===== config.mk =====
export PLATFORM = sky130hd
export DESIGN_NAME = chirp_sweep_sequencer_flat
export DESIGN_NICKNAME = d
export VERILOG_FILES = /design/src/rtl/chirp_sweep_sequencer_if.sv /design/src/rtl/chirp_sweep_sequencer.sv /design/src/flat_wrapper.sv
export SDC_FILE = /design/constraint.sdc
export NUM_CORES = 1
export LEC_CHECK = 0
export BUFFER_PORTS_ARGS = -buffer_cell sky130_fd_sc_hd__buf_2
export CORE_MARGIN = 10
export CORE_UTILIZATION = 55
export DETAILED_ROUTE_END_ITERATION = 12
export HOLD_SLACK_MARGIN = 0.15
export PLACE_DENSITY = 0.73
export SLEW_MARGIN = 20
export SYNTH_ARGS = -nofsm -noshare
export SYNTH_HDL_FRONTEND = slang
export SYNTH_SLANG_ARGS = --single-unit

===== constraint.sdc =====
create_clock -name clk -period 7.23 [get_ports clk]
set_input_delay 0.723 -clock clk [delete_from_list [all_inputs] [get_ports clk]]
set_output_delay 0.723 -clock clk [all_outputs]
set_load 0.01 [all_outputs]

===== src/rtl/chirp_sweep_sequencer_if.sv =====
// Control/status bundle for chirp_sweep_sequencer.
// master: the controller side (config, start/stop, observes status).
// slave : the sequencer itself.
interface chirp_sweep_sequencer_if #(
  parameter int C_ADD_W = 14
);
  logic               cfg_we;
  logic [1:0]         cfg_addr;
  logic [15:0]        cfg_dat;
  logic               start;
  logic               stop;
  logic               busy;
  logic [C_ADD_W-1:0] add;
  logic               dir;
  logic               sweep_ee;
  logic               frame_done;
  logic               meas_gate;

  modport master (
    output cfg_we, cfg_addr, cfg_dat, start, stop,
    input  busy, add, dir, sweep_ee, frame_done, meas_gate
  );

  modport slave (
    input  cfg_we, cfg_addr, cfg_dat, start, stop,
    output busy, add, dir, sweep_ee, frame_done, meas_gate
  );
endinterface


===== src/rtl/chirp_sweep_sequencer.sv =====
// FMCW chirp sequencer: drives the phase increment for the sine-table wave
// generator, sweeping between programmable MIN/MAX with a u4.12 STEP, a
// settle time at each end, and an optional frame count.
// Optional feature macro: SSWFMCW_SAW_EN (sawtooth sweep; default triangle).
module chirp_sweep_sequencer #(
  parameter int C_ADD_W   = 14,
  parameter int C_FRAC_W  = 12,
  parameter int C_MIN_RST = 13631,
  parameter int C_MAX_RST = 14331
) (
  input logic                    clk,
  input logic                    rst,
  chirp_sweep_sequencer_if.slave bus
);

  localparam int ACC_W  = C_ADD_W + C_FRAC_W;
  localparam int STEP_W = 16;

  localparam logic [2:0] S_IDLE   = 3'd0;
  localparam logic [2:0] S_SET_UP = 3'd1;
  localparam logic [2:0] S_UP     = 3'd2;
  localparam logic [2:0] S_SET_DN = 3'd3;
  localparam logic [2:0] S_DOWN   = 3'd4;

  // configuration registers
  logic [C_ADD_W-1:0] min_r;
  logic [C_ADD_W-1:0] max_r;
  logic [STEP_W-1:0]  step_r;
  logic [7:0]         frames_r;
  logic [7:0]         settle_r;

  // sequencer state
  logic [2:0]       state, state_nx;
  logic [ACC_W-1:0] acc, acc_nx;
  logic [7:0]       settle_cnt, settle_nx;
  logic [7:0]       frame_ctr, frame_nx;
  logic             stop_pend, stop_nx;
  logic             sweep_ee_r, ee_nx;
  logic             frame_done_r, fd_nx;

  // derived arithmetic
  logic [STEP_W-1:0] step_eff;
  logic [ACC_W:0]    step_ext;
  logic [ACC_W-1:0]  min_fx;
  logic [ACC_W-1:0]  max_fx;
  logic [ACC_W:0]    up_sum;
  logic [ACC_W:0]    dn_lim;
  logic [ACC_W-1:0]  dn_dif;
  logic              up_hit;
  logic              dn_hit;
  logic              settle_done;
  logic [7:0]        frame_inc;
  logic              end_frame;
  logic              start_ok;

  // Arithmetic helpers. The down-limit test is done as acc <= MIN+STEP so
  // that the subtraction never has to wrap below zero.
  always_comb begin
    step_eff    = (step_r == '0) ? STEP_W'(1) : step_r;
    step_ext    = (ACC_W+1)'(step_eff);
    min_fx      = {min_r, {C_FRAC_W{1'b0}}};
    max_fx      = {max_r, {C_FRAC_W{1'b0}}};
    up_sum      = {1'b0, acc} + step_ext;
    dn_lim      = {1'b0, min_fx} + step_ext;
    dn_dif      = acc - step_ext[ACC_W-1:0];
    up_hit      = (up_sum >= {1'b0, max_fx});
    dn_hit      = ({1'b0, acc} <= dn_lim);
    settle_done = (settle_cnt == settle_r);
    frame_inc   = frame_ctr + 8'd1;
    end_frame   = stop_pend || ((frames_r != '0) && (frame_inc == frames_r));
    start_ok    = bus.start && (min_r < max_r);
  end

  // Config register writes, accepted only while idle.
  always_ff @(posedge clk) begin
    if (rst) begin
      min_r    <= C_ADD_W'(C_MIN_RST);
      max_r    <= C_ADD_W'(C_MAX_RST);
      step_r   <= STEP_W'(1);
      frames_r <= '0;
      settle_r <= '0;
    end else if (bus.cfg_we && (state == S_IDLE)) begin
      case (bus.cfg_addr)
        2'd0: min_r <= bus.cfg_dat[C_ADD_W-1:0];
        2'd1: max_r <= bus.cfg_dat[C_ADD_W-1:0];
        2'd2: step_r <= bus.cfg_dat;
        default: begin
          frames_r <= bus.cfg_dat[15:8];
          settle_r <= bus.cfg_dat[7:0];
        end
      endcase
    end
  end

  // Next-state and accumulator update for the sweep FSM.
  always_comb begin
    state_nx  = state;
    acc_nx    = acc;
    settle_nx = settle_cnt;
    frame_nx  = frame_ctr;
    stop_nx   = stop_pend || (bus.stop && (state != S_IDLE));
    ee_nx     = 1'b0;
    fd_nx     = 1'b0;

    case (state)
      S_IDLE: begin
        stop_nx = 1'b0;
        acc_nx  = min_fx;
        if (start_ok) begin
          state_nx  = S_SET_UP;
          settle_nx = '0;
          frame_nx  = '0;
        end
      end

      S_SET_UP: begin
        acc_nx = min_fx;
        if (settle_done) begin
          state_nx  = S_UP;
          settle_nx = '0;
        end else begin
          settle_nx = settle_cnt + 8'd1;
        end
      end

      S_UP: begin
        if (up_hit) begin
          ee_nx     = 1'b1;
          settle_nx = '0;
`ifdef SSWFMCW_SAW_EN
          // Sawtooth: the turnaround is also the frame end.
          acc_nx   = min_fx;
          fd_nx    = 1'b1;
          frame_nx = frame_inc;
          if (end_frame) begin
            state_nx = S_IDLE;
            stop_nx  = 1'b0;
          end else begin
            state_nx = S_SET_UP;
          end
`else
          acc_nx   = max_fx;
          state_nx = S_SET_DN;
`endif
        end else begin
          acc_nx = up_sum[ACC_W-1:0];
        end
      end

`ifdef SSWFMCW_SAW_EN
      // No down-chirp states in sawtooth mode.
`else
      S_SET_DN: begin
        acc_nx = max_fx;
        if (settle_done) begin
          state_nx  = S_DOWN;
          settle_nx = '0;
        end else begin
          settle_nx = settle_cnt + 8'd1;
        end
      end

      S_DOWN: begin
        if (dn_hit) begin
          acc_nx    = min_fx;
          fd_nx     = 1'b1;
          frame_nx  = frame_inc;
          settle_nx = '0;
          if (end_frame) begin
            state_nx = S_IDLE;
            stop_nx  = 1'b0;
          end else begin
            state_nx = S_SET_UP;
          end
        end else begin
          acc_nx = dn_dif;
        end
      end
`endif

      default: begin
        state_nx = S_IDLE;
        acc_nx   = min_fx;
        stop_nx  = 1'b0;
      end
    endcase
  end

  // State registers; reset restores IDLE with acc at the reset MIN.
  always_ff @(posedge clk) begin
    if (rst) begin
      state        <= S_IDLE;
      acc          <= {C_ADD_W'(C_MIN_RST), {C_FRAC_W{1'b0}}};
      settle_cnt   <= '0;
      frame_ctr    <= '0;
      stop_pend    <= 1'b0;
      sweep_ee_r   <= 1'b0;
      frame_done_r <= 1'b0;
    end else begin
      state        <= state_nx;
      acc          <= acc_nx;
      settle_cnt   <= settle_nx;
      frame_ctr    <= frame_nx;
      stop_pend    <= stop_nx;
      sweep_ee_r   <= ee_nx;
      frame_done_r <= fd_nx;
    end
  end

  assign bus.add        = acc[ACC_W-1:C_FRAC_W];
  assign bus.busy       = (state != S_IDLE);
  assign bus.meas_gate  = (state == S_UP) || (state == S_DOWN);
`ifdef SSWFMCW_SAW_EN
  assign bus.dir        = 1'b0;
`else
  assign bus.dir        = (state == S_SET_DN) || (state == S_DOWN);
`endif
  assign bus.sweep_ee   = sweep_ee_r;
  assign bus.frame_done = frame_done_r;

endmodule

===== src/flat_wrapper.sv =====
// flat-port wrapper written by rule: the top's interface ports become plain ports
module chirp_sweep_sequencer_flat 
#(
  parameter int C_ADD_W   = 14,
  parameter int C_FRAC_W  = 12,
  parameter int C_MIN_RST = 13631,
  parameter int C_MAX_RST = 14331
)
  (clk, rst, bus_cfg_we, bus_cfg_addr, bus_cfg_dat, bus_start, bus_stop, bus_busy, bus_add, bus_dir, bus_sweep_ee, bus_frame_done, bus_meas_gate);
  chirp_sweep_sequencer_if #(.C_ADD_W(C_ADD_W)) bus_i ();
  input logic clk;
  input logic rst;
  input wire logic [$bits(bus_i.cfg_we)-1:0] bus_cfg_we;
  input wire logic [$bits(bus_i.cfg_addr)-1:0] bus_cfg_addr;
  input wire logic [$bits(bus_i.cfg_dat)-1:0] bus_cfg_dat;
  input wire logic [$bits(bus_i.start)-1:0] bus_start;
  input wire logic [$bits(bus_i.stop)-1:0] bus_stop;
  output wire logic [$bits(bus_i.busy)-1:0] bus_busy;
  output wire logic [$bits(bus_i.add)-1:0] bus_add;
  output wire logic [$bits(bus_i.dir)-1:0] bus_dir;
  output wire logic [$bits(bus_i.sweep_ee)-1:0] bus_sweep_ee;
  output wire logic [$bits(bus_i.frame_done)-1:0] bus_frame_done;
  output wire logic [$bits(bus_i.meas_gate)-1:0] bus_meas_gate;
  assign bus_i.cfg_we = bus_cfg_we;
  assign bus_i.cfg_addr = bus_cfg_addr;
  assign bus_i.cfg_dat = bus_cfg_dat;
  assign bus_i.start = bus_start;
  assign bus_i.stop = bus_stop;
  assign bus_busy = bus_i.busy;
  assign bus_add = bus_i.add;
  assign bus_dir = bus_i.dir;
  assign bus_sweep_ee = bus_i.sweep_ee;
  assign bus_frame_done = bus_i.frame_done;
  assign bus_meas_gate = bus_i.meas_gate;
  chirp_sweep_sequencer #(.C_ADD_W(C_ADD_W), .C_FRAC_W(C_FRAC_W), .C_MIN_RST(C_MIN_RST), .C_MAX_RST(C_MAX_RST)) u_core (.clk(clk), .rst(rst), .bus(bus_i));
endmodule

; ---- Yosys cells after proc, flatten, opt, wreduce, memory -nomap -nowiden
; Index checks and enable logic that the tools add are counted.
[word_totals]
reg_bits = 108
input_bits = 23
out_inout_bits = 19
elab_cells = 86
[op_classes]
n_addsub = 5
n_lt_le_gt_ge = 3
n_eq_ne = 13
mux = 23
n_bitwise = 3
reduce_logical = 27
[op_table]
columns = operator, count
row1 = $pmux W26 S3, 1
row2 = $add A26 B16 Y27, 2
row3 = $mux W26, 2
row4 = $mux W8, 5
row5 = $pmux W8 S4, 1
row6 = $ge A27 B26 Y1, 1
row7 = $le A26 B27 Y1, 1
row8 = $sub A26 B16 Y26, 1
row9 = $add A8 B1 Y8 const B, 2
row10 = $eq A8 B8 Y1, 2
row11 = $logic_not A16 Y1, 1
row12 = $mux W16, 1
row13 = $pmux W8 S2, 1
row14 = $mux W3, 5
row15 = $pmux W3 S5, 1
row16 = $lt A14 B14 Y1, 1
row17 = $ne A2 B1 Y1 const B, 5
row18 = $reduce_and A2 Y1, 4
row19 = $reduce_bool A8 Y1, 1
row20 = $eq A3 B2 Y1 const B, 2
row21 = $reduce_or A2 Y1, 3
row22 = $reduce_or A3 Y1, 2
row23 = $mux W1, 5
row24 = $reduce_and A5 Y1, 1
row25 = other kinds (15), 23

; ---- Longest topological paths before layout
; Gate-level depths: netlist (run 1).
[logic_depth]
ltp_word = 7
depth_mapped = 25
depth_no_buf = 23

; ---- Worst setup path before layout (run 1)
; No wires, ideal clock.
[synth_path]
path_kind = flip-flop to flip-flop
start = reg u_core.step_r[8]
end = reg u_core.acc[20]
setup_ps = 120
t_arrival_ps = 4961
required_ps = 7110
path_slack_ps = 2149
path_stages_with_launch = 24
cell_sequence = dfxtp_1 nor4_1 a41o_1 ha_1 inv_1 fa_1 nor2_1 o311ai_1 a21oi_2 a21oi_1 o31ai_1 a21oi_1 o21bai_1 xnor2_1 ha_1 nand4_1 nor3_1 nand4_1 or4_1 or4_1 and2_1 buf_6 a221o_1 a211o_1
[synth_between]
elab_chain_cells = 6
elab_cells_between_ends = 10
cone_classes = add/sub (3) / order compare (2) / mux (4) / reduce/logical (1)
[synth_rtl]
columns = element, line
row1 = start: declaration, chirp_sweep_sequencer.sv:28  ; logic [STEP_W-1:0] step_r;
row2 = start signal: assignment, chirp_sweep_sequencer.sv:86  ; 2'd2: step_r <= bus.cfg_dat;
row3 = $logic_not A16 Y1, chirp_sweep_sequencer.sv:59  ; step_eff = (step_r == '0) ? STEP_W'(1) : step_r;
row4 = $mux W16 (*), chirp_sweep_sequencer.sv:59
row5 = "$add A26 B16 Y27, on equally long branches", "chirp_sweep_sequencer.sv:64, chirp_sweep_sequencer.sv:63"
row6 = $le A26 B27 Y1 / $ge A27 B26 Y1 (equally long branches), "chirp_sweep_sequencer.sv:67, chirp_sweep_sequencer.sv:66"
row7 = "$mux W26, on equally long branches", "chirp_sweep_sequencer.sv:164, chirp_sweep_sequencer.sv:127"
row8 = $pmux W26 S3 (*), chirp_sweep_sequencer.sv:105  ; case (state)
row9 = end signal: assignment, chirp_sweep_sequencer.sv:193  ; acc <= {C_ADD_W'(C_MIN_RST), {C_FRAC_W{1'b0}}};
row10 = end signal: assignment, chirp_sweep_sequencer.sv:201  ; acc <= acc_nx;
row11 = end: declaration, chirp_sweep_sequencer.sv:34  ; logic [ACC_W-1:0] acc, acc_nx;
; Every way passes the cells marked *; elsewhere a longest branch is shown, timed or not.
; A chain may end at the register's enable or synchronous reset.

; ---- Final worst setup path (run 1)
[layout_path]
start = reg u_core.step_r[6]
end = reg u_core.acc[20]
; Same word-level chain as after synthesis.

==> summary.md, run 1 <==
Detailed placement ended at an HPWL of 17.21 mm. Once detail routing completed, the nets flagged for antenna violations numbered 0. The floorplan step set the die width to 141.5 um. The tools report the initial antenna violation count as 0.

The cell with the most instances after synthesis was sky130_fd_sc_hd__nand2_1. Wire length of the first global-routing pass: 36.40 mm. For the final database, setup skew stands at 0.01309 ns. Dividing total power by cell area gives a power density of 268.3 nW/um^2.

In this run the deepest clock path goes through 2 buffers. Relative to the synthesized area, the layout overhead comes to 4.375%. The H-tree was split into 3 levels. Average cell area after synthesis: 7.802 sq um.

The tools report the placer congestion estimate as 1.025. The violation count after the first detailed-route iteration is 1024, and the number of remaining DRC errors is 0. The post-detailed-route via-to-cell ratio was 6.195. The number of antenna diodes in the final layout is 0. The run gives 0 as the final number of hold-violating endpoints.

For this run, the slowest stage of the critical path takes 0.54 ns. The residual overflow from global routing came out at 0. The part of the cycle the worst path needs came out at 86.27%.

Clock-pin slew was measured on the worst setup and hold paths at 0.08 ns. The share of the yosys chip area belonging to registers is 26.62%, and the number of standard cells after synthesis is 1041. For the total number of nets in the final design, the log shows 1120. TritonCTS built the clock tree. The number of global-route vias before repair is 6717. The run gives 76 as the count of different cell masters after synthesis. The count of cells resized by post-cts repair was 0. Type of destination of the critical path: a flip-flop. Row generation in the floorplan step produced 44 rows.

The fmax came out at 0.1603 GHz. Traced cell by cell, the critical path runs through inv_1, ha_1, inv_1, a21o_1, a221o_1, o21a_1, o211a_1, o31ai_1, nor2_1, or2_2, ha_1, nand4_1, nor3_1, nand4_1, or4_1, or4_1, and2_1, a221o_1, a211o_1. Summed over all layers, the routed wires come to 22.96 mm.

For the worst relative slew slack, the log shows 26.83%. The starting utilization of the core area was 56.09%. Data on the critical path arrives at its endpoint at 6.49 ns. Clock tree synthesis inserted a total of 9 buffers.

By area the synthesized netlist is led by sky130_fd_sc_hd__dfxtp_1, sky130_fd_sc_hd__ha_1, sky130_fd_sc_hd__nand2_1, sky130_fd_sc_hd__a21oi_1, sky130_fd_sc_hd__xnor2_1. The path category of the worst min-delay check was reg -> reg. Setup violations remaining at the end of the flow were counted as 0. The share of synthesized area in the top cell type comes to 26.62%.

The core region is 14480 sq um. The tools report the data required time of the worst path as 7.48 ns. Counting flops and latches in the post-synthesis netlist gives 108. The pin count of the biggest net entering global routing was 66.

Hold repair after CTS inserted 0 buffers. Port buffering added 41 buffers. After synthesis the cells add up to 8122 sq um.

42 I/O pins were placed. The later pin in the worst-skew pair is clocked with a latency of 0.36 ns. The largest total area in the synthesized netlist belongs to sky130_fd_sc_hd__dfxtp_1. Summed over all cells, the static leakage comes to 3.460 nW. The critical path is of the reg -> reg type. Counting every net in the synthesized netlist gives 1147. By count the netlist is led by sky130_fd_sc_hd__nand2_1, sky130_fd_sc_hd__dfxtp_1, sky130_fd_sc_hd__a21oi_1. The total via count after detailed routing is 7452, and the overall global routing resource usage is 22.35%.

Across the VDD grid, the largest voltage drop is 0.1645 mV. Counting flops with a built-in enable in the synthesized netlist gives 0. Category of the worst setup path launch point: a flip-flop. Master of the slowest instance on the critical path: sky130_fd_sc_hd__o31ai_1. The post-route netlist has 8.145% of its cells at a drive strength greater than 1. The max-cap check violation count is 0. The most used flip-flop cell after synthesis is sky130_fd_sc_hd__dfxtp_1.

The count of buffers added by post-CTS timing repair for setup is 0. The number of sinks driven by the clock tree was 108; the number of max-slew violations in the final report was 0. The fraction of registers with async set/reset works out to 0%. The Yosys step of the flow raised 0 warnings. The die is 141.5 um tall.

The clock period minus final worst setup slack works out to 6.237 ns. Smallest setup slack after layout: 0.9930 ns. The transition time at the pin with the least slew margin works out to 1.098 ns. Along the worst path, the maximum fanout reaches 24.

The flow ran to the end, and the final reports show no timing, DRC or antenna violations. The die covers 20030 sq um. The tools report the number of detailed-routing iterations run before antenna repair as 9. Setup repair after global routing left no endpoint under its margin. The tree is rooted in a sky130_fd_sc_hd__clkbuf_16. The setup TNS after final layout was 0 ns. After detailed routing, the average wire length per cell comes to 19.09 um. Timing analysis after detailed placement gives a worst setup slack of 1.119 ns.
-- critical path, delay by kind of cell, from the launching register on --
family	cells	cell delay, ns
flops	1	0.43
simple gates	8	2.37
fa+ha+maj	2	0.79
buf+inv	2	0.25
compound gates	7	2.29
-- registers in the layout, indices dropped and copies added, names as in the netlist --
signal,cells
u_core.max_r,14
u_core.state,3
u_core.bus.sweep_ee,1
u_core.min_r,14
u_core.acc,26
u_core.frames_r,8
u_core.stop_pend,1
u_core.frame_ctr,8
u_core.step_r,16
u_core.settle_r,8
u_core.bus.frame_done,1
u_core.settle_cnt,8
-- final timing paths --
check                                         from  cells after the start  slack (ns)                 end
worst max-delay path              u_core.step_r[6]                     19        0.99      u_core.acc[20]
worst min register to register  u_core.settle_r[4]                      2        0.47  u_core.settle_r[4]
worst max register to register    u_core.step_r[6]                     19        0.99      u_core.acc[20]
worst min-delay path            u_core.settle_r[4]                      2        0.47  u_core.settle_r[4]
-- final cells by class --
type,instances,area [sq um]
fill,1346,6002
multi-input combinational,795,5348
sequential,108,2162
timing repair buffer,45,235.2
tap,184,230.2
clock buffer,9,225.2
inverter,55,206.4
clock inverter,7,70.07
-- placed cells by master, fill, tap and decap left out, drive strengths merged, types with 9 or more instances in the layout --
master and instances:
a221oi 16, nand3 25, clkbuf 9, a31oi 10
ha 80, dfxtp 108, buf 45, o22ai 9
a21o 20, nand4 19, nor2 67, a21oi 91
xor2 19, xnor2 47, nand2 139, inv 56
o211ai 17, nor2b 11, o21ai 37, mux2i 13
nand2b 17, nor3 31, nor4 9
-- power by group --
part           internal (mW)  switching [mW]
registers              0.656           0.113
logic                  0.384           0.624
clock network          0.243           0.254
total                   1.28           0.991
-- through the flow --
step	cells	cell area (sq um)	hold slack, ns	util, %	total power [mW]
2_1_floorplan	1041	8122	0.4281	-	1.535
3_3_place_gp	1187	8182	0.4461	56.51	1.754
3_5_place_dp	1187	8182	0.4583	56.51	1.762
4_1_cts	1203	8477	0.4704	58.55	2.258
5_1_grt	1203	8477	0.4883	58.55	2.414
6_report	1203	8477	0.4704	58.55	2.275
-- per-layer routing --
metal,vias to the layer above,global-route usage [%],routed length (um)
li1,3645,-,-
met1,3436,32.29,10600
met2,336,32.21,9634
met3,35,3.738,2144
met4,0,8.553,580
met5,-,0,0
-- cells by family after synthesis --
| logic type | after synthesis | synth area share (%) |
|---|---|---|
| xor+xnor | 66 | 7.117 |
| fa+ha+maj | 83 | 13.06 |
| compound gates | 271 | 22.43 |
| mux | 15 | 1.926 |
| simple gates | 360 | 21.18 |
| flops | 108 | 26.62 |
| buf+inv | 138 | 7.657 |
No activity file was read; power rests on OpenSTA's default activity.
==> inputs of run 2 (changes only) <==
CORE_UTILIZATION = 45   (was 55)
PLACE_DENSITY = not set   (was 0.73)
==> run 2 against run 1 <==
  * Utilization decreased by 11 points
  * Via count decreased by 1.4%
  * First-iteration DRC count decreased by 44%
  * Largest cell class unchanged
==> summary.md, run 2 (synthesized netlist as in run 1, its figures left out) <==
The flow ran to the end, and the final reports show no timing, DRC or antenna violations. Horizontal die dimension: 154.3 um (+9.1%). The number of placed cells counting well taps was 1232 (+3.8%). The overall global routing resource usage is 19.72% (-2.6 points). The tools report the critical path arrival as 6.50 ns (about the same).

The run gives 0.1593 GHz (-0.63%) as the fmax. The fraction of layout cells with a size suffix above 1 was 8.047% (-0.098 points); the total clock buffers created by CTS was 9 (unchanged). The logs give 17840 sq um (+23%) for the core box area and 0.36 ns (about the same) for the insertion delay to the later sink of the worst-skew pair. The category of the worst setup path launch point was a flip-flop. The tools report the post-detailed-route count of antenna-violating nets as 0 (unchanged). The logs give 0.9522 (-7.1%) for the placer congestion estimate and 108 (unchanged) for the number of sinks driven by the clock tree. The tools report the sum of routed wire length over all layers as 24.13 mm (+5.1%).

The top cell types in the final layout, fill and taps aside, are sky130_fd_sc_hd__nand2_1, sky130_fd_sc_hd__dfxtp_1, sky130_fd_sc_hd__a21oi_1. For the number of global-route vias before repair, the log shows 6957 (+3.6%). The largest registers in the layout are u_core.acc (26), u_core.step_r (16).

The count of antenna diodes in the layout was 0 (unchanged). The worst hold path belongs to the class reg -> reg. The starting utilization of the core area came out at 45.52% (-11 points). For the instance area after placement, the log shows 8238 sq um (+0.69%). The count of pins on the block boundary came out at 42 (unchanged). For the design internal power, the log shows 1.281 mW (-0.16%). The count of buffers from port buffering is 41 (unchanged), and the number of H-tree levels is 3 (unchanged). The total number of nets in the final design came out at 1120 (unchanged). The total via count after detailed routing was 7347 (-1.4%); the area added between synthesis and finish was 4.899%.

The run gives 18.23 mm (+5.9%) as the placed wire-length estimate after detailed placement. The library cell used most frequently in the layout, excluding fill and tap cells, is sky130_fd_sc_hd__nand2_1. The logs give 20.25% (-6.6 points) for the worst relative slew slack and 2.284 mW (+0.39%) for the total power of the final layout. Part of the cycle the worst path needs: 86.82% (+0.55 points). The tools report the placement row count as 49 (+11%). The power per standard cell area is 268.0 nW/um^2 (-0.12%), and the count of buffers added by post-CTS timing repair for setup is 0 (unchanged). STA classifies the critical path endpoint as a flip-flop.

The tools report the maximum clock insertion buffer count as 2 (unchanged). The register name with the most flops was u_core.acc. Hold buffer count at CTS: 0 (unchanged).

The sequential power share is 33.8% (about the same). The tools report the number of inserted filler cells in the final layout as 1781 (+32%). Data required time of the worst path: 7.45 ns (-0.03 ns). The reported net switching power was 1.002 mW (+1.1%). Setup repair after global routing left no endpoint under its margin. The residual overflow from global routing is 0 (unchanged). The leakage power was 3.452 nW (-0.22%); the count of cells resized by post-cts repair was 0 (unchanged).

The final number of hold-violating endpoints is 0 (unchanged), and the clock power share is 21.7% (-0.2 points). The wire length of the first global-routing pass is 38.14 mm (+4.8%). The final routed wire length divided by cell count was 19.34 um (+1.3%). The root buffer selected by CTS was sky130_fd_sc_hd__clkbuf_16.

The violation count after the first detailed-route iteration was 577 (-44%); the area of the die was 23820 sq um (+19%). The logs give 0 (unchanged) for the total setup violations reported at the end of the flow and 0.1502 mV (-8.7%) for the largest vdd supply drop. The clock period minus final worst setup slack works out to 6.277 ns (+0.03978 ns). The vertical extent of the die came out at 154.3 um (+9.1%). The final instance area is 8519 sq um (+0.50%). For the number of detailed-routing iterations run before antenna repair, the log shows 5 (-4). The tools report the area of the multi-input gates as 5348 sq um (unchanged). The pin count of the biggest net entering global routing was 66 (unchanged); the net switching fraction of the power was 43.89% (+0.31 points). The tools report the initial antenna violation count as 0 (unchanged). The tools report the max-cap check violation count as 0 (unchanged). The post-detailed-route via-to-cell ratio was 5.887 (-5.0%). The minimum hold slack is 0.4682 ns (-0.002188 ns). TritonCTS built the clock tree. The top fanout value on the critical path came out at 24 (unchanged).

The number of max-slew violations in the final report is 0 (unchanged), and the storage element area is 2162 sq um (unchanged). The transition time at the pin with the least slew margin came out at 1.196 ns (+0.09863 ns). For the clock skew after layout, the log shows 0.01333 ns (+0.0002399 ns). The critical path is of the reg -> reg type.

For the number of standard cells in the final layout excluding fillers, the log shows 1248 (+3.7%). The number of remaining DRC errors was 0 (unchanged); the post-CTS clock slew at the launch and capture registers of the worst setup and hold paths was 0.08 ns (about the same). The tools report the setup TNS after final layout as 0 ns (unchanged).

The combinational share of power came out at 44.5% (+0.2 points). The number of flip-flops in the largest register works out to 26 (unchanged).
run 2: cell types whose count changed in the layout (fill, tap and decap cells not counted), sizes merged:
| cell | before | now |
|---|---|---|
| clkinv | 6 | 3 |
| inv | 56 | 58 |
| clkbuf | 9 | 10 |
run 2: per-stage QoR:
stage | util [%] | setup WS [ns]
3_3_place_gp | 46.17 | 1.216
5_1_grt | 47.75 | 0.5810
6_report | 47.75 | 0.9533
2_1_floorplan | - | 2.149
4_1_cts | 47.75 | 1.060
3_5_place_dp | 46.17 | 1.067
run 2: layout make-up:
class	count	share of cell area, %
multi-input combinational	795	62.77
inverter	55	2.423
timing repair buffer	45	2.761
clock buffer	10	2.688
sequential	108	25.38
clock inverter	6	0.6168
tap	229	3.363
run 2: worst max-delay path, stage by stage, from the launching register on:
cell and delay (ns):
sky130_fd_sc_hd__dfxtp_1 0.51, sky130_fd_sc_hd__nor3_1 0.12, sky130_fd_sc_hd__a41o_1 0.29, sky130_fd_sc_hd__ha_1 0.21, sky130_fd_sc_hd__inv_1 0.07, sky130_fd_sc_hd__fa_1 0.26
sky130_fd_sc_hd__nor2_1 0.09, sky130_fd_sc_hd__o311ai_1 0.46, sky130_fd_sc_hd__a211oi_1 0.15, sky130_fd_sc_hd__nor3_1 0.53, sky130_fd_sc_hd__or2_2 0.26, sky130_fd_sc_hd__nor2_1 0.05
sky130_fd_sc_hd__xor2_1 0.16, sky130_fd_sc_hd__ha_1 0.33, sky130_fd_sc_hd__nand4_1 0.11, sky130_fd_sc_hd__nor3_1 0.29, sky130_fd_sc_hd__nand4_1 0.12, sky130_fd_sc_hd__or4_1 0.40
sky130_fd_sc_hd__or4_1 0.46, sky130_fd_sc_hd__and2_1 0.57, sky130_fd_sc_hd__a221o_1 0.51, sky130_fd_sc_hd__a21oi_1 0.13, sky130_fd_sc_hd__o21ai_1 0.09
run 2: routing by layer:
metal | global-route usage, % | share of wire, % | vias up
met4 | 6.073 | 2.2 | 0
met5 | 0 | 0 | -
met3 | 3.633 | 7.1 | 28
met1 | 28.22 | 49 | 3414
met2 | 29.12 | 42 | 252
li1 | - | - | 3653
run 2: power groups by stage:
stage	clock, mW	sequential, mW	combinational [mW]
final	0.495	0.772	1.02
after CTS	0.505	0.768	1.01
after global routing	0.524	0.784	1.12
after global placement	0	0.780	1.00
after detailed placement	0	0.782	1.00
after floorplan	0	0.716	0.819
run 2: path summary, 6_finish.rpt:
path                 startpoint                 end  slack [ns]  depth (start not counted)
max           u_core.step_r[13]      u_core.acc[22]        0.95                         22
min          u_core.settle_r[0]  u_core.settle_r[0]        0.47                          2
max reg2reg   u_core.step_r[13]      u_core.acc[22]        0.95                         22
min reg2reg  u_core.settle_r[0]  u_core.settle_r[0]        0.47                          2
